===== config.mk =====
export PLATFORM = sky130hd
export DESIGN_NAME = userio_osd_cmd
export DESIGN_NICKNAME = d
export VERILOG_FILES = /design/src/rtl/userio_osd_cmd.sv
export SDC_FILE = /design/constraint.sdc
export NUM_CORES = 1
export LEC_CHECK = 0
export ABC_CLOCK_PERIOD_IN_PS = 2000
export BUFFER_PORTS_ARGS = -buffer_cell sky130_fd_sc_hd__buf_2
export CAP_MARGIN = 20
export CORE_ASPECT_RATIO = 1.2
export CORE_UTILIZATION = 52
export CTS_CLUSTER_DIAMETER = 200
export DETAILED_ROUTE_END_ITERATION = 10
export PLACE_DENSITY = 0.83
export SETUP_SLACK_MARGIN = 0.3
export SLEW_MARGIN = 10
export SYNTH_ARGS = -nofsm -noshare
export SYNTH_HDL_FRONTEND = slang
export SYNTH_SLANG_ARGS = --single-unit

===== constraint.sdc =====
create_clock -name clk -period 2 [get_ports clk]
set_input_delay 0.2 -clock clk [delete_from_list [all_inputs] [get_ports clk]]
set_output_delay 0.2 -clock clk [all_outputs]
set_load 0.01 [all_outputs]

===== src/rtl/userio_osd_cmd.sv =====
// OSD command decoder. Turns the byte stream from the OSD SPI slave into
// text-buffer writes, OSD enable/highlight state and a 16-bit config word,
// and returns a status byte for the slave to shift out on the next transfer.
module userio_osd_cmd (
  input  logic        clk,
  input  logic        _reset,
  input  logic        clk7_en,
  input  logic        rx,
  input  logic        cmd,
  input  logic [7:0]  din,
  input  logic        vld,
  output logic [7:0]  tx,
  output logic        wr,
  output logic [10:0] wr_addr,
  output logic [7:0]  wr_data,
  output logic        osd_enable,
  output logic [3:0]  hl_line,
  output logic [15:0] cfg,
  output logic        cfg_stb
);

  typedef enum logic [2:0] {
    StIdle,
    StWrLine,
    StCfgHi,
    StCfgLo,
    StIgnore
  } state_e;

  state_e      state_q;
  logic [2:0]  line_q;
  logic [7:0]  col_q;

  // Command FSM with all outputs registered; everything advances on enabled edges only.
  always_ff @(posedge clk or negedge _reset) begin
    if (!_reset) begin
      state_q    <= StIdle;
      line_q     <= 3'd0;
      col_q      <= 8'd0;
      tx         <= 8'hA0;
      wr         <= 1'b0;
      wr_addr    <= 11'd0;
      wr_data    <= 8'd0;
      osd_enable <= 1'b0;
      hl_line    <= 4'hF;
      cfg        <= 16'h0000;
      cfg_stb    <= 1'b0;
    end else if (clk7_en) begin
      // Strobes last exactly one enabled cycle.
      wr      <= 1'b0;
      cfg_stb <= 1'b0;
      // Status reflects the state as it was before this edge.
      tx      <= {4'hA, 2'b00, hl_line != 4'hF, osd_enable};
      if (!vld) begin
        // Chip select gone: abandon any command, even if a byte is flagged.
        state_q <= StIdle;
      end else if (rx) begin
        if (cmd) begin
          case (din[7:4])
            4'h2: begin
              line_q  <= din[2:0];
              col_q   <= 8'd0;
              state_q <= StWrLine;
            end
            4'h4: begin
              osd_enable <= din[0];
              state_q    <= StIgnore;
            end
            4'h5: begin
              hl_line <= din[3:0];
              state_q <= StIgnore;
            end
            4'h8: state_q <= (din[3:0] == 4'h0) ? StCfgHi : StIgnore;
            default: state_q <= StIgnore;
          endcase
        end else begin
          unique case (state_q)
            StWrLine: begin
              wr      <= 1'b1;
              wr_addr <= {line_q, col_q};
              wr_data <= din;
              // Column wraps inside the line; the line never advances.
              col_q   <= col_q + 8'd1;
            end
            StCfgHi: begin
              cfg[15:8] <= din;
              state_q   <= StCfgLo;
            end
            StCfgLo: begin
              cfg[7:0] <= din;
              cfg_stb  <= 1'b1;
              state_q  <= StIgnore;
            end
            StIdle, StIgnore: ;
          endcase
        end
      end
    end
  end

endmodule


# After elaboration in Yosys (flattened, before gate mapping)
# Index checks and enable logic that the tools add are counted.
[totals]
in_bits = 14
memories = 0
out_inout_bits = 50
mem_bits_ro = 0
latch_bits = 0
ram_bits = 0
regBits = 58
[op_classes]
n_bitwise = 1
eq_ne = 11
shifts = 0
n_reduce_logical = 10
order_cmp = 0
n_addsub = 1
div = 0
multipliers = 0
muxes = 17
[op_table]
columns = ["operator", "n"]
rows = [
  ["5-bit AND reduction", 7],
  ["8-bit 2-to-1 mux", 3],
  ["3-bit 2-to-1 mux", 4],
  ["3-bit case mux with 2 select lines", 2],
  ["8-bit by 1-bit adder with 8-bit output (second input constant)", 1],
  ["4-bit by 3-bit == test with 1-bit output (second input constant)", 2],
  ["1-bit 2-to-1 mux", 8],
  ["3-bit by 2-bit == test with 1-bit output (second input constant)", 2],
  ["4-bit by 2-bit == test with 1-bit output (second input constant)", 1],
  ["4-bit == test (second input constant)", 1],
  ["4-bit logical NOT", 1],
  ["4-bit by 2-bit inequality test with 1-bit output (second input constant)", 1],
  ["4-bit inequality test (second input constant)", 1],
  ["3-bit by 1-bit == test with 1-bit output (second input constant)", 1],
  ["3-bit AND reduction", 1],
  ["2-bit by 1-bit inequality test with 1-bit output (second input constant)", 1],
  ["2-bit inequality test (second input constant)", 1],
  ["2-bit nonzero test", 1],
  ["1-bit inverter", 1],
]

# Longest topological paths before layout
# Gate-level depths: netlist of the first run.
[depth]
word_depth = 6
mapped_depth = 7

# Worst setup path before layout of the first run
# Ideal clock, no wire load.
[synth_timing]
path_type = "reg2reg"
startpoint = "register state_q[1]"
endpoint = "register col_q[1]"
arrival_ps = 1614
required_ps = 1867
n_path_buf = 2
path_stages_with_launch = 7
path_slack_ps = 253
path_cell_list = "dfrtp_1 or4b_4 or2_1 buf_4 buf_2 nand3_1 o31ai_2"
[synth_between]
elab_chain_len = 3
[synth_rtl]
columns = ["item", "line_no", "text"]
rows = [
  ["start: declaration", "30", "state_e state_q;"],
  ["start signal: assignment", "37", "state_q <= StIdle;"],
  ["start signal: assignment", "56", "state_q <= StIdle;"],
  ["start signal: assignment", "63", "state_q <= StWrLine;"],
  ["3-bit by 1-bit == test with 1-bit output", "77", "unique case (state_q)"],
  ["2-bit nonzero test (no source line)", "--", ""],
  ["5-bit AND reduction (no source line)", "--", ""],
  ["end signal: assignment", "83", "col_q <= col_q + 8'd1;"],
  ["end: declaration", "32", "logic [7:0] col_q;"],
]
# Every way passes these cells.
# A chain may end at the register's enable or synchronous reset.

# Final worst setup path of the first run
[layout_timing]
startpoint = "register state_q[1]"
endpoint = "register wr_addr[9]"
[layout_between]
elab_chain_len = 2
[layout_rtl]
columns = ["item", "line_no", "text"]
rows = [
  ["3-bit by 1-bit == test with 1-bit output", "77", ""],
  ["5-bit AND reduction (no source line)", "--", ""],
  ["end signal: assignment", "80", "wr_addr <= {line_q, col_q};"],
  ["end: declaration", "14", "output logic [10:0] wr_addr,"],
]
# Every way passes these cells.

==> flow_summary.yaml, run 1 <==
clock_tree:
  cts_tree: "yes"
  ctsHtreeMaxLevel: 3
  cts-root-buf: "clkbuf_8"
  clk_latency_ns: 0.33
  cts_buffers: 9
  cts.sink_count: 58
  clockBufferDepth: 2
  clkTransAtPathRegs_ns: 0.06
sta:
  rsz0062_at_grt: "true"
  worst_pin_slew_ns: 0.5443
  worst_slack_ns: 0.2989
  fmax_ghz: 0.5879
  setup_viol: 0
  hold_violations: 0
  period_share_pct: 85.05
  slew_violations: 0
  fin_hold_ws_ns: 0.1639
  setup_tns_ns: 0
  slew_headroom_pct: 63.25
  fin_skew_ns: 0.006762
  fin_crit_ns: 1.701
critical_path:
  cp-start-kind: "flop"
  cp.arrival_ns: 1.91
  required_ns: 2.21
  worstPathCellList: "or4b_4 -> or2_4 -> mux2_2"
  end_kind: "flop"
  slowest_delay_ns: 0.58
  critPathBufInv: 0
  crit_fanout: 8
  worst_path_max_delay_cell: "or4b_4"
  crit_type: "flop to flop"
  crit_family: "simple AND/OR/NAND/NOR gates"
synth:
  synth_area_per_cell_um2: 12.87
  synthTopCellsByArea: "dfrtp_1 (54%), mux2_2 (16%), dfstp_2 (4.2%)"
  synth_warnings: 0
  yosysUniqueCellTypes: 38
  synth_top_area_cell: "dfrtp_1"
  ys_seq_area_share_pct: 58.03
  netlist_area_mm2: 0.002510
  syn_inst: 195
  synth-seq-cells: 58
  synth.top_cell.area_share_pct: 53.84
  async_flop_share_pct: 100.0
  synth_edf_count: 0
  dominantRegCellSynth: "dfrtp_1"
layout:
  syn2layout_area_growth_pct: 20.94
  final_cell_area_mm2: 0.003035
  n_fill_cell: 351
  drive_above_1_share_pct: 48.87
  final-instance-count-excl-fill: 324
  diodes: 0
  final_util_pct: 65.59
  fin_nets: 276
placed_design:
  gp_congestion: 0.8231
  dpl.hpwl_um: 3542
  place_area_mm2: 0.002823
  dp.cells: 304
  place_ws_ns: 0.1862
  io_buffers: 57
route:
  viasPerCell: 5.420
  firstDrtPassIters: 6
  drtIter0Drc: 77
  vias: 1756
  drc_errors: 0
  ant_nets: 0
  wire_per_inst_um: 16.05
  routed_wl_um: 5199
global_routing:
  gr-total-overflow: 0
  grt_pass1_wl_um: 8411
  grt_pass1_vias: 1754
  grtUsageTotal_pct: 22.43
  antenna_found_initial: 0
  grt_max_degree: 28
floorplanning:
  die_area_mm2: 0.005110
  start_util_pct: 54.23
  io_pins: 64
  core.rowCount: 27
  die_h_um: 78.11
  design.core.area_mm2: 0.004628
  die_w_um: 65.42
pwr:
  total_power_mw: 2.272
  irDropWorstVdd_mv: 0.5606
  p_leak_nw: 1.618
  p_per_area_mw_per_mm2: 748.5
run_status:
  status: "finished clean"
min_path:
  hp-class: "input port to flop"
run:
  drv_cap: 0
-- power by group --
| group | switching (mW) | internal [mW] | total (mW) |
|---|---|---|---|
| Sequential | 0.0184 | 1.20 | 1.22 |
| Combinational | 0.0875 | 0.0550 | 0.142 |
| Clock | 0.429 | 0.478 | 0.907 |
-- cell usage after synthesis, types with 2 or more instances --
cell type  number
nand2_1         7
nand4_1         3
inv_1           9
nand4b_1        2
a21oi_1         5
nor2_1          7
nor3_1          2
buf_4           9
dfstp_2         4
mux2_4          4
buf_2           3
nand3_1         8
xnor2_1         4
mux2_2         36
dfrtp_1        54
nor4_1          5
nand2b_1        2
conb_1          2
o211ai_1        2
o21ai_0         9
-- sequential cells by signal, indices dropped and copies added (netlist names), 2 cells and up --
name	flops
cfg	16
wr_addr	11
col_q	8
wr_data	8
hl_line	4
line_q	3
state_q	3
tx	2
-- final cells by class --
cell class / count / area [um2] / share of cell area (%)
clock buffers: 13 / 148.9 / 4.905
clock inverters: 3 / 15.01 / 0.4946
repair buffers: 63 / 332.8 / 10.96
inverters: 9 / 33.78 / 1.113
flip-flops and latches: 58 / 1456 / 47.98
multi-input cells: 120 / 975.9 / 32.15
well taps: 58 / 72.57 / 2.391
-- cells by family after synthesis --
| group | share of synthesized area (%) |
|---|---|
| flip-flops | 58.03 |
| buffers and inverters | 5.234 |
| other | 0.2992 |
| XOR/XNOR | 1.396 |
| AO/OA/AOI/OAI | 4.785 |
| AND/OR/NAND/NOR | 11.22 |
| multiplexers | 18.54 |
| adder cells (fa/ha/maj) | 0.4984 |
-- worst paths after layout --
check / start / endpoint / slack (ns) / cells past startpoint
setup / recovery: state_q[1] / wr_addr[9] / 0.30 / 3
hold / removal: clk7_en / tx[1] / 0.16 / 2
setup reg to reg: state_q[1] / wr_addr[9] / 0.30 / 3
hold reg to reg: cfg[4] / cfg[4] / 0.47 / 2
max in group asynchronous: _reset / cfg[0] / 0.98 / 3
min in group asynchronous: _reset / col_q[3] / 0.33 / 2
-- repair_timing --
action,4_1_cts,5_1_grt
hold buffers,1,0
gates resized for setup,4,1
endpoints found under the hold margin,18,0
gates cloned,2,0
setup buffers,0,1
pin swaps,3,0
endpoints found under the setup margin,26,20
-- routing by layer --
metal  global-route usage, %  up-vias  share of wire, %
met5                       0        -                 0
met1                   27.59      874                41
li1                        -      814                 -
met4                   10.43        0               2.0
met2                   36.08       57                52
met3                   6.395       11               5.0
-- cell usage in the layout (no fill, tap or decap), types with 2 or more instances in the layout --
cell type  count
nand4_1        3
or2_4          3
nand4b_1       2
clkbuf_8      10
nand3_1        7
buf_2         57
xnor2_1        4
conb_1         6
buf_4          5
o211ai_1       2
nand2_1        6
inv_1          9
dfstp_2        4
nand2b_1       2
a21oi_1        5
o21ai_0        9
clkinv_2       3
dfrtp_1       54
mux2_2        36
mux2_4         4
nor2_1         7
nor3_1         2
clkbuf_1       3
nor4_1         4
(Power assumes the default switching activity.)
==> run 2, diff against run 1 <==
ABC_AREA = 1   (was default)
CORE_UTILIZATION = 53   (was 52)
PLACE_DENSITY = 0.84   (was 0.83)
==> flow_summary.yaml, run 2 <==
route:
  viasPerCell: 5.281
  routed_wl_um: 5690
  drc_errors: 0
  ant_nets: 0
  wire_per_inst_um: 13.78
  vias: 2181
  firstDrtPassIters: 6
  drtIter0Drc: 196
layout:
  mostFrequentLayoutCell: "nand2_1"
  regMostFlops: "cfg"
  syn2layout_area_growth_pct: 20.20
  diodes: 0
  final-instance-count-excl-fill: 413
  largest_register_ffs: 16
  final_cell_area_mm2: 0.003112
  layout_common_cells: "nand2_1 (88), buf_2 (57), dfrtp_1 (54), o21ai_1 (25), inv_1 (20)"
  drive_above_1_share_pct: 30.42
  top_regs: "cfg: 16 flops, wr_addr: 11 flops"
  fin_nets: 365
sta:
  slew_violations: 0
  slew_headroom_pct: 66.43
  hold_violations: 0
  fmax_ghz: 0.6996
  setup_viol: 0
  setup_tns_ns: 0
  worst_slack_ns: 0.5706
  fin_crit_ns: 1.429
  period_share_pct: 71.47
  fin_hold_ws_ns: 0.1479
  rsz0062_at_grt: "false"
  fin_skew_ns: 0.005527
  worst_pin_slew_ns: 0.5035
min_path:
  hp-class: "input port to flop"
  min-delay-start: "cmd"
clock_tree:
  clk_latency_ns: 0.34
  cts-root-buf: "clkbuf_8"
  cts.sink_count: 58
  cts_tree: "yes"
  cts_buffers: 9
  ctsHtreeMaxLevel: 3
  clkTransAtPathRegs_ns: 0.06
  clockBufferDepth: 2
critical_path:
  required_ns: 2.27
  critPathBufInv: 0
  end_kind: "flop"
  worstPathCellList: "nand2_1 -> nor2_2 -> nand2_4 -> nand2_2 -> nand2_1 -> a21oi_1"
  slowest_delay_ns: 0.48
  r2r_start: "state_q[0]"
  cp.arrival_ns: 1.69
  crit_fanout: 24
  crit_type: "flop to flop"
  cp-start-kind: "flop"
  crit_family: "simple AND/OR/NAND/NOR gates"
  worst_path_max_delay_cell: "dfrtp_1"
  setup.worst_path.start: "state_q[0]"
  cpMostUsedCell: "nand2_1"
synth:
  synth.top_cell.area_share_pct: 52.20
  synth_fa_ha_area_share_pct: 0.4833
  synth_top_family_by_area: "simple AND/OR/NAND/NOR gates"
  syn_inst: 287
  synth-simple-area-share_pct: 24.79
  async_flop_share_pct: 100.0
  yosysMostFrequentCell: "nand2_1"
  synth-seq-cells: 58
  synth_edf_count: 0
  ys_seq_area_share_pct: 56.26
  synth_mux_area_share_pct: 0
  synth_compound_area_share_pct: 10.58
  synth_area_per_cell_um2: 9.020
  synth_top_area_cell: "dfrtp_1"
  synthTopCellsByArea: "dfrtp_1 (52%), nand2_1 (13%), o21ai_1 (4.8%)"
  netlist_top_cells_count: "nand2_1 (88), dfrtp_1 (54), o21ai_1 (25)"
  yosysUniqueCellTypes: 27
  synth_warnings: 0
  synth_xor_xnor_area_share_pct: 0.3383
  dominantRegCellSynth: "dfrtp_1"
  netlist_area_mm2: 0.002589
global_routing:
  grtUsageTotal_pct: 24.83
  grt_max_degree: 25
  grt_pass1_wl_um: 9466
  antenna_found_initial: 0
  grt_pass1_vias: 1995
  gr-total-overflow: 0
floorplanning:
  die_h_um: 78.56
  die_w_um: 65.80
  io_pins: 64
  design.core.area_mm2: 0.004628
  start_util_pct: 55.93
  core.rowCount: 27
  die_area_mm2: 0.005169
placed_design:
  dpl.hpwl_um: 3988
  place_area_mm2: 0.002892
  place_ws_ns: 0.4528
  io_buffers: 57
  gp_congestion: 0.8410
  dp.cells: 396
pwr:
  p_per_area_mw_per_mm2: 1006
  irDropWorstVdd_mv: 0.6065
  p_leak_nw: 1.665
run:
  drv_cap: 0
run_status:
  status: "finished clean"
==> run 2: cell types whose count changed after synthesis, sizes merged, moves of 7 or more <==
cell / change
nand2: +94
inv: +13
nor2: +9
mux2: -40
o21ai: +36
nand3: +7
==> run 2: area by class of cell <==
class	count	area, um2
clock buffer	12	155.1
clock inverter	4	50.05
fill	365	1516
inverter	22	82.58
multi-input combinational	198	964.7
sequential	58	1456
tap	58	72.57
timing repair buffer	61	330.3
==> run 2: cell families after synthesis <==
| group | Yosys count |
|---|---|
| AOI/OAI and AO/OA | 50 |
| xor gates and xnor gates | 1 |
| adders and majority gates | 1 |
| buffers and inverters | 35 |
| DFF | 58 |
| other | 2 |
| and+or+nand+nor | 140 |
==> run 2: worst paths after layout <==
check / slack (ns) / cells past startpoint / end
max reg2reg: 0.57 / 6 / col_q[3]
max in group asynchronous: 0.95 / 3 / hl_line[2]
min reg2reg: 0.48 / 2 / tx[1]
min in group asynchronous: 0.36 / 2 / wr_addr[1]
min: 0.15 / 4 / col_q[4]
max: 0.57 / 6 / col_q[3]
==> run 2: worst register-to-register path: cells and delay by family (launching register included) <==
family,cells,cell delay (ns)
simple gates,5,0.76
flops,1,0.48
compound gates,1,0.12
==> run 2: timing repair <==
item | 4_1_cts | 5_1_grt
endpoints found under the hold margin | 21 | 0
setup buffers | 0 | 0
endpoints found under the setup margin | 0 | 2
gates resized for setup | 0 | 1
hold buffers | 1 | 0
==> run 2: per-stage QoR <==
| stage | total power [mW] | util (%) |
|---|---|---|
| finish | 3.131 | 67.23 |
| global route | 3.286 | 67.23 |
| CTS | 3.146 | 67.13 |
| detailed placement | 2.043 | 62.48 |
| global placement | 2.022 | 62.48 |
| floorplan | 1.811 | - |
==> run 2: layer usage <==
metal | up-vias | global-route usage, % | share of wire, %
met5 | - | 0 | 0
li1 | 1041 | - | -
met2 | 87 | 38.16 | 49
met1 | 1044 | 33.11 | 44
met4 | 0 | 12.83 | 2.2
met3 | 9 | 4.651 | 5.5
==> run 2: report_power, final <==
group          leakage (nW)  total (mW)  internal (mW)  switching, mW
logic                 0.810       0.557          0.223          0.333
clock network        0.0986        1.10          0.641          0.460
registers             0.757        1.47           1.35          0.128
total                  1.67        3.13           2.21          0.922
==> run 3, diff against run 2 <==
ABC_CLOCK_PERIOD_IN_PS = 1200   (was 2000)
CORE_UTILIZATION = 47   (was 53)
PLACE_DENSITY = 0.8   (was 0.84)
clock period = 1.2 ns   (was 2 ns; I/O delays follow)
==> flow_summary.yaml, run 3 (synthesis results as in run 2) <==
run_status:
  status: "finished, violations left"
  violations: "setup timing"
critical_path:
  critPathBufInv: 2
  crit_family: "flip-flops"
  required_ns: 1.46
  worst_path_max_delay_cell: "dfrtp_1"
  cp.arrival_ns: 1.66
  cp-start-kind: "flop"
  slowest_delay_ns: 0.41
  reg2reg_depth: 6
  end_kind: "flop"
  critical_path_depth: 6
  worstPathCellList: "inv_2 -> nand2_2 -> nor2_4 -> nand2_4 -> buf_12 -> o21ai_1"
  crit_type: "flop to flop"
  crit_fanout: 16
sta:
  slew_violations: 0
  rsz0062_at_grt: "true"
  hold_violations: 0
  fin_crit_ns: 1.392
  worst_slack_ns: -0.1922
  period_share_pct: 116.0
  fmax_ghz: 0.7183
  fin_skew_ns: 0.01058
  setup_viol: 48
clock_tree:
  clkTransAtPathRegs_ns: 0.08
  cts-root-buf: "clkbuf_8"
  clockBufferDepth: 2
  ctsHtreeMaxLevel: 3
  cts_tree: "yes"
  cts.sink_count: 58
  clk_latency_ns: 0.36
  cts_buffers: 9
floorplanning:
  design.core.area_mm2: 0.005298
  io_pins: 64
  core.rowCount: 29
  start_util_pct: 48.87
  die_area_mm2: 0.005810
  die_w_um: 69.75
  die_h_um: 83.30
placed_design:
  dp.cells: 416
  dpl.hpwl_um: 4205
  gp_congestion: 0.7998
  place_area_mm2: 0.003042
  io_buffers: 57
global_routing:
  grtUsageTotal_pct: 29.37
  grt_max_degree: 59
  met2_usage_pct: 47.84
  gr-usage-met3_pct: 6.796
  grtUsageMet1_pct: 35.23
  grt_pass1_wl_um: 13000
  gr-total-overflow: 0
  grt_pass1_vias: 2598
  busiest_layer: "met2"
  antenna_found_initial: 0
route:
  routed_wl_um: 9792
  viasPerCell: 5.832
  ant_nets: 0
  drtIter0Drc: 311
  firstDrtPassIters: 5
  vias: 2881
  drc_errors: 0
  wire_per_inst_um: 19.82
layout:
  n_fill_cell: 306
  largest_register_ffs: 16
  final-instance-count-excl-fill: 494
  syn2layout_area_growth_pct: 58.53
  fin_nets: 442
  layout_common_cells: "nand2_1 (70), buf_4 (62), dfrtp_1 (52), buf_2 (50), nand2_2 (30)"
  diodes: 0
  mostFrequentLayoutCell: "nand2_1"
  ff_latch_area_mm2: 0.001459
  final_cell_area_mm2: 0.004104
  drive_above_1_share_pct: 55.09
  regMostFlops: "cfg"
  top_regs: "cfg: 16 flops, wr_addr: 11 flops"
  multi_input_area_mm2: 0.001250
min_path:
  min_path_cells: 3
  hp-class: "input port to flop"
pwr:
  p_per_area_mw_per_mm2: 1560
  p_leak_nw: 2.137
  total_power_mw: 6.403
  irDropWorstVdd_mv: 1.052
run:
  drv_cap: 0
[run 3: worst reg2reg max path: stages (launching register included)]
cell and delay [ns]:
dfrtp_1 0.41, inv_2 0.08, nand2_2 0.08, nor2_4 0.15, nand2_4 0.15, buf_12 0.21, o21ai_1 0.21
[run 3: cell type report]
| cell class | count | share of cell area, % |
|---|---|---|
| Sequential cell | 58 | 35.55 |
| Multi-Input combinational cell | 202 | 30.46 |
| Timing Repair Buffer | 134 | 24.57 |
| Clock buffer | 11 | 3.445 |
| Inverter | 22 | 2.195 |
| Clock inverter | 5 | 1.890 |
| Tap cell | 62 | 1.890 |
[run 3: per-stage QoR]
| step | setup TNS (ns) | setup WS (ns) | hold WS, ns | utilization (%) |
|---|---|---|---|---|
| 5_1_grt | -6.220 | -0.2633 | 0.08053 | 77.47 |
| 4_1_cts | 0 | 0.007157 | 0.06950 | 71.75 |
| 3_5_place_dp | -1.059 | -0.08033 | 0.1464 | 57.42 |
| 3_3_place_gp | -0.3751 | -0.04532 | 0.1420 | 57.42 |
| 2_1_floorplan | 0 | 0.01902 | -0.1756 | - |
| 6_report | -4.145 | -0.1922 | 0.06926 | 77.47 |
[run 3: report_power, final]
part | switching [mW] | total (mW) | internal [mW]
combinational | 0.954 | 1.84 | 0.887
sequential | 0.236 | 2.48 | 2.24
clock | 0.866 | 2.08 | 1.22
[run 3: worst paths after layout]
kind / start / endpoint / slack [ns]
max in group asynchronous: _reset / hl_line[3] / 0.59
hold / removal: clk7_en / tx[1] / 0.07
hold reg to reg: tx[1] / tx[1] / 0.48
min in group asynchronous: _reset / wr_addr[8] / 0.29
setup / recovery: state_q[2] / wr_data[2] / -0.19
setup reg to reg: state_q[2] / wr_data[2] / -0.19
[run 3: timing repair]
action                                  CTS  global route
resized for setup                        50            42
pin swaps                                11             8
endpoints found under the setup margin   92            97
hold endpoints to repair                 54             0
hold buffers                              1             0
gates cloned                              5             0
buffers inserted                         36            20
[run 3: routing by layer]
layer | part of all wire, % | vias up | routed length, um
met1 | 37 | 1418 | 3657
met5 | 0 | - | 0
li1 | - | 1201 | -
met2 | 48 | 209 | 4718
met4 | 6.1 | 0 | 602
met3 | 8.3 | 53 | 815
